===== src/rtl/player_vertical_motion.sv =====
// Vertical motion of the player: lands on platform stops, falls or rises with gravity, dies at the limits.
// Optional macro VELOCITY_RAMP_EN: the step ramps 1..STEP_MAX instead of staying fixed at STEP_MAX.
module player_vertical_motion #(
    parameter int STEP_MAX     = 4,
    parameter int START_HEIGHT = 120,
    parameter int CEIL_LIMIT   = 420
) (
    input  logic       clk,
    input  logic       reset,
    input  logic       tick,
    input  logic       dir,
    input  logic [2:0] lines,
    output logic [8:0] height,
    output logic       landed,
    output logic       is_dead
);

    typedef enum logic [1:0] {ST_LANDED, ST_FALLING, ST_DEAD} state_t;

    localparam logic [8:0] FLOOR_H  = 9'd120;
    localparam logic [8:0] UP_MID_H = 9'd180;
    localparam logic [8:0] DN_MID_H = 9'd240;
    localparam logic [8:0] CEIL_H   = 9'd300;

    localparam logic signed [9:0] FLOOR_S  = 10'sd120;
    localparam logic signed [9:0] UP_MID_S = 10'sd180;
    localparam logic signed [9:0] DN_MID_S = 10'sd240;
    localparam logic signed [9:0] CEIL_S   = 10'sd300;
    localparam logic signed [9:0] LIMIT_S  = 10'(CEIL_LIMIT);

    state_t            r_state, w_state_nxt;
    logic [8:0]        r_height, w_height_nxt;
    logic              r_dir;
    logic [9:0]        w_step;
    logic signed [9:0] w_cand;
    logic              w_support;
    logic              w_move;

`ifdef VELOCITY_RAMP_EN
    logic [9:0] r_speed, w_speed_nxt;

    // The ramp restarts whenever motion begins or reverses direction.
    always_comb begin
        w_step      = (r_state == ST_FALLING && dir == r_dir) ? r_speed : 10'd1;
        w_speed_nxt = (w_step >= 10'(STEP_MAX)) ? 10'(STEP_MAX) : w_step + 10'd1;
    end
`else
    assign w_step = 10'(STEP_MAX);
`endif

    always_comb begin
        case (r_height)
            FLOOR_H:            w_support = lines[0];
            UP_MID_H, DN_MID_H: w_support = lines[1];
            CEIL_H:             w_support = lines[2];
            default:            w_support = 1'b0;
        endcase
    end

    assign w_move = tick && ((r_state == ST_FALLING) ||
                             (r_state == ST_LANDED && (dir != r_dir || !w_support)));

    // Signed 10-bit candidate so that an overshoot below zero is still visible.
    assign w_cand = dir ? $signed({1'b0, r_height} + w_step)
                        : $signed({1'b0, r_height} - w_step);

    // NOTE: defaults first so every path assigns every output and no latch is inferred.
    always_comb begin
        w_state_nxt  = r_state;
        w_height_nxt = r_height;
        if (w_move) begin
            if (!dir) begin
                if (lines[1] && r_height > DN_MID_H && DN_MID_S >= w_cand) begin
                    w_height_nxt = DN_MID_H;
                    w_state_nxt  = ST_LANDED;
                end else if (lines[0] && r_height > FLOOR_H && FLOOR_S >= w_cand) begin
                    w_height_nxt = FLOOR_H;
                    w_state_nxt  = ST_LANDED;
                end else if (w_cand <= 10'sd0) begin
                    w_height_nxt = 9'd0;
                    w_state_nxt  = ST_DEAD;
                end else begin
                    w_height_nxt = w_cand[8:0];
                    w_state_nxt  = ST_FALLING;
                end
            end else begin
                if (lines[1] && r_height < UP_MID_H && UP_MID_S <= w_cand) begin
                    w_height_nxt = UP_MID_H;
                    w_state_nxt  = ST_LANDED;
                end else if (lines[2] && r_height < CEIL_H && CEIL_S <= w_cand) begin
                    w_height_nxt = CEIL_H;
                    w_state_nxt  = ST_LANDED;
                end else if (w_cand >= LIMIT_S) begin
                    w_height_nxt = 9'(CEIL_LIMIT);
                    w_state_nxt  = ST_DEAD;
                end else begin
                    w_height_nxt = w_cand[8:0];
                    w_state_nxt  = ST_FALLING;
                end
            end
        end
    end

    // NOTE: synchronous active-low reset inside the clocked block; non-blocking assignments for all state.
    always_ff @(posedge clk) begin
        if (!reset) begin
            r_state  <= ST_LANDED;
            r_height <= 9'(START_HEIGHT);
            r_dir    <= 1'b0;
`ifdef VELOCITY_RAMP_EN
            r_speed  <= 10'd1;
`endif
        end else begin
            r_state  <= w_state_nxt;
            r_height <= w_height_nxt;
            if (w_move) begin
                r_dir <= dir;
`ifdef VELOCITY_RAMP_EN
                r_speed <= w_speed_nxt;
`endif
            end
        end
    end

    assign height  = r_height;
    assign landed  = (r_state == ST_LANDED);
    assign is_dead = (r_state == ST_DEAD);

endmodule

===== config.mk =====
export PLATFORM = sky130hd
export DESIGN_NAME = player_vertical_motion
export DESIGN_NICKNAME = d
export VERILOG_FILES = /design/src/rtl/player_vertical_motion.sv
export SDC_FILE = /design/constraint.sdc
export NUM_CORES = 1
export LEC_CHECK = 0
export BUFFER_PORTS_ARGS = -buffer_cell sky130_fd_sc_hd__buf_4
export CORE_AREA = 8 8 62 64
export DETAILED_ROUTE_END_ITERATION = 8
export DIE_AREA = 0 0 70 72
export PLACE_DENSITY = 0.69
export RECOVER_POWER = 100
export SLEW_MARGIN = 20
export SYNTH_ARGS = -nofsm -noshare
export SYNTH_HDL_FRONTEND = slang
export SYNTH_SLANG_ARGS = --single-unit

===== constraint.sdc =====
create_clock -name clk -period 7.1 [get_ports clk]
set_input_delay 0 -clock clk [delete_from_list [all_inputs] [get_ports clk]]
set_output_delay 0 -clock clk [all_outputs]
set_load 0.05 [all_outputs]

---- Word-level counts from Yosys, hierarchy flattened ----
Index checks and enable logic that the tools add are counted.
word-level totals
  output and inout bits ................... 11
  logic and storage cells ................. 53
  flip-flop bits (word level) ............. 12
  input bits .............................. 7
cells by class
  multiplexer cells ....................... 16
  add/subtract/negate cells ............... 2
  magnitude comparators ................... 10
  reduce and logical (&&, ||, !) cells .... 15
  eq/ne operators ......................... 7
operators by type and width
  kind                                                               count
  two-way mux 9 bit                                                  7
  == test 9 x 8 -> 1 bit, second input constant                      2
  two-way mux 2 bit                                                  7
  adder 9 x 3 -> 10 bit, second input constant                       1
  greater-or-equal comparator 10 bit, second input constant          1
  greater-or-equal comparator 8 x 10 -> 1 bit, first input constant  1
  greater-or-equal comparator 9 x 10 -> 1 bit, first input constant  1
  <= comparator 10 x 1 -> 1 bit, second input constant               1
  <= comparator 10 bit, first input constant                         1
  <= comparator 9 x 10 -> 1 bit, first input constant                1
  logical AND 1 bit                                                  10
  two-way mux 10 bit                                                 1
  subtractor 9 x 3 -> 10 bit, second input constant                  1
  == test 9 x 7 -> 1 bit, second input constant                      1
  == test 9 bit, second input constant                               1
  > comparator 9 x 7 -> 1 bit, second input constant                 1
  > comparator 9 x 8 -> 1 bit, second input constant                 1
  < comparator 9 x 8 -> 1 bit, second input constant                 1
  < comparator 9 bit, second input constant                          1
  one-hot mux 1 bit (3 select lines)                                 1
  == test 2 x 1 -> 1 bit, second input constant                      1
  == test 2 bit, second input constant                               1
  zero test 2 bit                                                    1
  logical OR 1 bit                                                   2
  3 further kinds                                                    3

---- Logic depth before layout (Yosys ltp) ----
Gate-level depths: netlist (run 1).
  depth after elaboration ................. 8
  depth in mapped cells ................... 13
  mapped depth without buffers ............ 11

---- Least setup slack after synthesis (run 1) ----
Ideal clock, no wire load.
  kind .................................... reg-to-reg
  start ................................... register r_height[2], in the netlist height[2]
  end ..................................... register r_height[6], in the netlist height[6]
  cell stages (with the launch flop) ...... 12
  buffers on the path ..................... 1
  required time ........................... 6.978 ns
  data arrival time ....................... 3.134 ns
  period minus slack after synthesis ...... 3.256 ns
  setup time .............................. 0.122 ns
  slack ................................... 3.844 ns
  path through ............................ dfxtp_1 -> buf_6 -> inv_1 -> fa_1 -> nand2b_1 -> a21oi_1 -> xor2_2 -> a21oi_1 -> nand2b_1 -> o31ai_1 -> nor3_1 -> o32a_1
between the ends
  cells in the longest elaborated chain, start to end .. 8
  elaborated cells on any way between the ends .. 39
  classes of those cells .................. add/sub: 2; order compare: 10; eq/ne: 4; mux: 9; reduce/logical: 14
ends and longest elaborated chain
  element                                                             line  source
  from (decl)                                                         32    logic [8:0] r_height, w_height_nxt;
  from (signal assigned)                                              108   r_height <= 9'(START_HEIGHT);
  from (signal assigned)                                              115   r_height <= w_height_nxt;
  branches (longest 8 deep; another with subtractor 9 x 3 -> 10 bit)  n/a
Parallel ways; which one is timed is not known.
A chain may end at the register's enable or synchronous reset.

---- Worst setup path after layout (run 1) ----
Ends and elaborated chain as after synthesis.

==> flow_summary.json, run 1 <==
{
  "status": "completed",
  "nFillCells": 291,
  "yosysWarnings": 0,
  "register_area_um2": 200,
  "worst_hold_path_type": "in2reg",
  "path_class": "reg2reg",
  "gr-usage-all-layers_pct": 14.7,
  "grt_pass1_vias": 1290,
  "required_ps": 7250,
  "min_period_ps": 3630,
  "switchingPower_uw": 363,
  "rows": 20,
  "root_buffer": "clkbuf_4",
  "synthTopCellsByArea": "dfxtp_1 14%, ha_1 11%, nor2_1 4.3%, nand2_1 3.8%, a21oi_1 3.2%",
  "synthesis.area_um2": 1390,
  "start_kind": "register",
  "grt_pass1_wl_um": 6360,
  "drc": 0,
  "seq_power_share_pct": 17.8,
  "synthXorXnorAreaFrac_pct": 4.86,
  "synth_edf_count": 0,
  "synthFlopType": "dfxtp_1",
  "vias": 1398,
  "hpwl_um": 2910,
  "synth.area.mux_share_pct": 0.721,
  "wire_per_inst_um": 17.2,
  "setup-violations-final": 0,
  "drt_pass1_iterations": 4,
  "ys_ff_latch": 10,
  "synth_top_family_by_area": "compound AO/OA/AOI/OAI gates",
  "synth_compound_area_share_pct": 32.5,
  "diodes": 0,
  "synth_cells": 174,
  "die_area_um2": 5040,
  "portBuffers": 15,
  "synthDistinctLibCells": 62,
  "utilization_pct": 50.9,
  "gp_congestion": 0.883,
  "grt_max_degree": 17,
  "design.core.area_um2": 2900,
  "grt-ovfl-total": 0,
  "cts_tree": "yes",
  "hold_violations": 0,
  "p_int_uw": 265,
  "initialDrtViolationCount": 145,
  "timing.fmax_mhz": 276,
  "cts_resized": 0,
  "die_h_um": 72,
  "hold_buffers": 0,
  "arrival_ps": 3780,
  "cts_buffers": 3,
  "synth.top_cell.area_share_pct": 14.4,
  "switching_share_pct": 57.8,
  "postCtsSetupRepairBufs": 0,
  "avgSynthCellArea_um2": 7.98,
  "fin_ws_ps": 3470,
  "ys_seq_area_share_pct": 14.4,
  "cts.sinks": 10,
  "pin_count": 18,
  "multi_input_area_um2": 1100,
  "ctsLongestPathBuffers": 2,
  "power_leakage_nw": 0.612,
  "power_frac_comb_pct": 76.3,
  "antenna_found_initial": 0,
  "syn2layout_area_growth_pct": 6.49,
  "async_reset_ff_share_pct": 0,
  "clk_pin_slew_ps": 60,
  "clock_skew_ps": 1.88,
  "ant_nets": 0,
  "worstSkewPairLatency_ps": 260,
  "htree_levels": 1,
  "synthAdderAreaFrac_pct": 12.3,
  "fp.dieW_um": 70,
  "synth-simple-area-share_pct": 29.0,
  "vias_per_cell": 6.41,
  "fin_tns_setup_ps": 0,
  "dpl_worst_slack_ps": 3690,
  "final_cell_mix": "16 x nor2_1, 14 x nand2_1, 12 x ha_1, 10 x o21ai_0, 10 x dfxtp_1",
  "period_share_pct": 51.1,
  "start_util_pct": 47.8,
  "rsz0062_at_grt": "no",
  "powerDensity_nw_per_um2": 425,
  "wirelength_um": 3740,
  "final_common_cell": "nor2_1",
  "max-slew-margin-rel_pct": 33.2,
  "vdd_drop_max_uv": 261,
  "worst-slew-pin-transition_ps": 998,
  "synth_top_area_cell": "dfxtp_1",
  "end_kind": "register",
  "final_net_count": 207,
  "drive_above_1_share_pct": 13.5,
  "path_max_fanout": 14,
  "hold_ws_ps": 10.4,
  "drv_slew": 0,
  "drv_cap": 0,
  "clkPwrFrac_pct": 5.9
}
## routing by layer
metal / wire (µm) / part of all wire (%) / up-vias / global-route usage (%)
li1: - / - / 670 / -
met5: 0 / 0 / - / 0
met3: 327 / 8.7 / 4 / 3.68
met4: 20 / 0.53 / 0 / 4.24
met1: 1700 / 45 / 656 / 19.6
met2: 1700 / 45 / 68 / 22.6
## cell type report
class / instances / area share [%]
clock buffer: 3 / 1.52
inverter: 9 / 2.28
multi-input combinational: 148 / 74.5
sequential: 10 / 13.5
tap: 33 / 2.79
timing repair buffer: 15 / 5.33
## registers in the layout (all words and copies together) (netlist names)
name,cells
height,7
r_dir,1
r_state,2
## power by group through the flow
stage	clock network [mW]	registers, mW	logic (mW)
after floorplan	0	0.139	0.357
after global placement	0	0.110	0.480
after detailed placement	0	0.112	0.488
after CTS	0.0387	0.111	0.491
after global routing	0.0415	0.117	0.522
final	0.0369	0.112	0.479
## stage by stage
step,cells,cell area [µm²],power (mW)
after floorplan,175,1390,0.495
after global placement,215,1500,0.590
after detailed placement,215,1500,0.601
after CTS,218,1520,0.641
after global routing,218,1480,0.680
final,218,1480,0.628
## cells in the mapped netlist (2+ instances only)
master and n:
ha_1 12, nand2b_1 7, nor3_1 5, o311ai_2 2, a2111oi_0 2, a21o_1 2
or4_1 2, a31oi_1 2, clkbuf_1 4, nor2_1 16, nor2b_1 5, dfxtp_1 10
o211a_1 2, inv_1 9, a21oi_1 9, buf_4 3, nor3b_1 4, o21a_1 3
or2_2 3, nand3_1 3, and3_1 2, xor2_1 2, xnor2_1 2, nand2_1 14
nand4_1 2, a211o_1 3, o21ai_1 2, o21ai_0 8
## worst max-delay path, stage by stage, from the launching register on
cell and delay [ps]:
dfxtp_1 640, inv_1 240, fa_1 500, nand2b_1 220, a21oi_1 180, xor2_1 550, a21oi_1 130, nand2b_1 180
o31ai_1 450, nor3_1 90, o32a_1 340
## cell families after synthesis
group	Yosys count
simple gates	71
compound gates	55
buf+inv	17
fa+ha+maj	13
flops	10
xor+xnor	6
other cells	1
mux	1
## final timing paths
path / startpoint / end / slack (ps) / cells after the start
worst max register to register: height[2] / height[6] / 3470 / 10
worst min register to register: r_state[1] / r_state[1] / 550 / 1
worst min-delay path: reset / height[3] / 10 / 2
worst max-delay path: height[2] / height[6] / 3470 / 10
(Power assumes the default switching activity.)
==> run 2, diff against run 1 <==
==> constraint.sdc (replaced) <==
create_clock -name clk -period 3.75 [get_ports clk]
set_input_delay 0 -clock clk [delete_from_list [all_inputs] [get_ports clk]]
set_output_delay 0 -clock clk [all_outputs]
set_load 0.05 [all_outputs]
==> run 2 against run 1 <==
Net effect: combinational power increased by 92%; via count is 1.6% lower; sequential power is 80% higher; wire length decreased by 0.21%; first-iteration DRC count rose by 6.9%; fmax is 10% higher; final area rose by 1.9%; hold slack better by 81 ps; critical path type unchanged; largest cell class unchanged.
==> flow_summary.json, run 2 (synthesis results as in run 1) <==
{
  "grt-ovfl-total": 0,
  "slowest_stage": "o31ai_1",
  "final_common_cell": "nor2_1",
  "crit_buf_inv": 1,
  "grt_max_degree": 17,
  "pin_count": 18,
  "gp_congestion": 0.943,
  "worst-slew-pin-transition_ps": 1040,
  "place_inst": 216,
  "path_class": "reg2reg",
  "min_period_ps": 3290,
  "power_leakage_nw": 0.627,
  "min_to": "r_state[1]",
  "cts_buffers": 3,
  "vdd_drop_max_uv": 525,
  "holdPathStages": 3,
  "grt_pass1_vias": 1221,
  "portBuffers": 15,
  "rsz0062_at_grt": "no",
  "htree_levels": 1,
  "clock_skew_ps": 5.81,
  "end_kind": "register",
  "diodes": 0,
  "rrSetupSlack_ps": 460,
  "nFillCells": 294,
  "max-slew-margin-rel_pct": 30.6,
  "ant_nets": 0,
  "powerDensity_nw_per_um2": 810,
  "fin_tns_setup_ps": 0,
  "crit_start": "height[3]",
  "design.core.area_um2": 2900,
  "timing.rr.start": "height[3]",
  "hold_ws_ps": 91.7,
  "wirelength_um": 3730,
  "drv_cap": 0,
  "fin_cells": 221,
  "postCtsSetupRepairBufs": 0,
  "hold_violations": 0,
  "vias_per_cell": 6.22,
  "gr-usage-all-layers_pct": 14.2,
  "finalPower_mw": 1.22,
  "ctsLongestPathBuffers": 2,
  "cp_top_family": "compound AO/OA/AOI/OAI gates",
  "drv_slew": 0,
  "vias": 1375,
  "root_buffer": "clkbuf_4",
  "setup-violations-final": 0,
  "p_int_uw": 528,
  "met3_wirelength_um": 267,
  "wl_met2_um": 1690,
  "period_share_pct": 87.9,
  "drc": 0,
  "arrival_ps": 3450,
  "rr_endpoint": "height[6]",
  "final_net_count": 209,
  "top_layer": "met4",
  "rows": 20,
  "hpwl_um": 2920,
  "worst_hold_path_type": "in2reg",
  "hp-start": "tick",
  "power_frac_comb_pct": 75.5,
  "clk_pin_slew_ps": 70,
  "start_kind": "register",
  "worstSkewPairLatency_ps": 270,
  "seq_power_share_pct": 16.6,
  "timing.fmax_mhz": 304,
  "m1WireLength_um": 1730,
  "drt_pass1_iterations": 4,
  "largest_reg_flops": 7,
  "syn2layout_area_growth_pct": 8.47,
  "wire_per_inst_um": 16.9,
  "drive_above_1_share_pct": 13.8,
  "die_h_um": 72,
  "clkPwrFrac_pct": 7.9,
  "antenna_found_initial": 0,
  "final_cell_mix": "16 x nor2_1, 14 x nand2_1, 12 x ha_1, 10 x dfxtp_1",
  "status": "completed",
  "switchingPower_uw": 692,
  "critPathMaxStageDelay_ps": 560,
  "path_max_fanout": 9,
  "fp.dieW_um": 70,
  "path_cells": "inv_1 -> fa_1 -> nand2b_1 -> a21oi_1 -> xor2_2 -> a21oi_1 -> nand2b_1 -> o31ai_1 -> nor3_1 -> o32a_1",
  "required_ps": 3900,
  "initialDrtViolationCount": 155,
  "cts.sinks": 10,
  "grt_pass1_wl_um": 6040,
  "start_util_pct": 47.8,
  "switching_share_pct": 56.8,
  "cts_tree": "yes",
  "reg2reg_depth": 10,
  "die_area_um2": 5040
}
[run 2: repair_timing]
item                       4_1_cts  5_1_grt
hold endpoints to repair         2        0
hold buffers                     1        0
gates resized for setup          0        0
setup endpoints to repair        0        0
[run 2: metrics by stage]
stage	utilization, %	cell area [µm²]	setup slack, ps
after global placement	51.9	1510	560
after floorplan	-	1390	494
after CTS	53.4	1550	516
after global routing	51.9	1510	246
after detailed placement	51.9	1510	551
final	51.9	1510	455
[run 2: power by group through the flow]
stage | sequential [mW] | clock (mW) | combinational, mW
after floorplan | 0.263 | 0 | 0.675
after global placement | 0.199 | 0 | 0.932
after detailed placement | 0.204 | 0 | 0.943
after CTS | 0.201 | 0.0990 | 0.950
after global routing | 0.209 | 0.108 | 0.992
final | 0.202 | 0.0959 | 0.922
[run 2: layer usage]
metal  track usage [%]  vias to the layer above
li1                  -                      675
met3              3.68                        4
met5                 0                        -
met4              3.13                        0
met2              23.2                       48
met1              18.2                      648
[run 2: layout make-up]
cell class | instances | area (µm²) | area share (%)
clock buffer | 4 | 36.3 | 2.41
inverter | 9 | 33.8 | 2.24
multi-input combinational | 148 | 1100 | 72.9
sequential | 10 | 200 | 13.3
tap | 33 | 41.3 | 2.74
timing repair buffer | 17 | 96.3 | 6.40
[run 2: worst min-delay path, delay by kind of cell]
kind	cells	cell delay, ps
and+or+nand+nor	1	130
AOI/OAI and AO/OA	1	120
buffers and inverters	1	80
[run 2: worst max path at each step]
stage	endpoint	depth (start not counted)	slack, ps
after floorplan	height[6]	11	490
after global placement	height[6]	10	560
after detailed placement	height[6]	10	550
after CTS	height[6]	10	520
after global routing	height[2]	10	250
final	height[6]	10	460
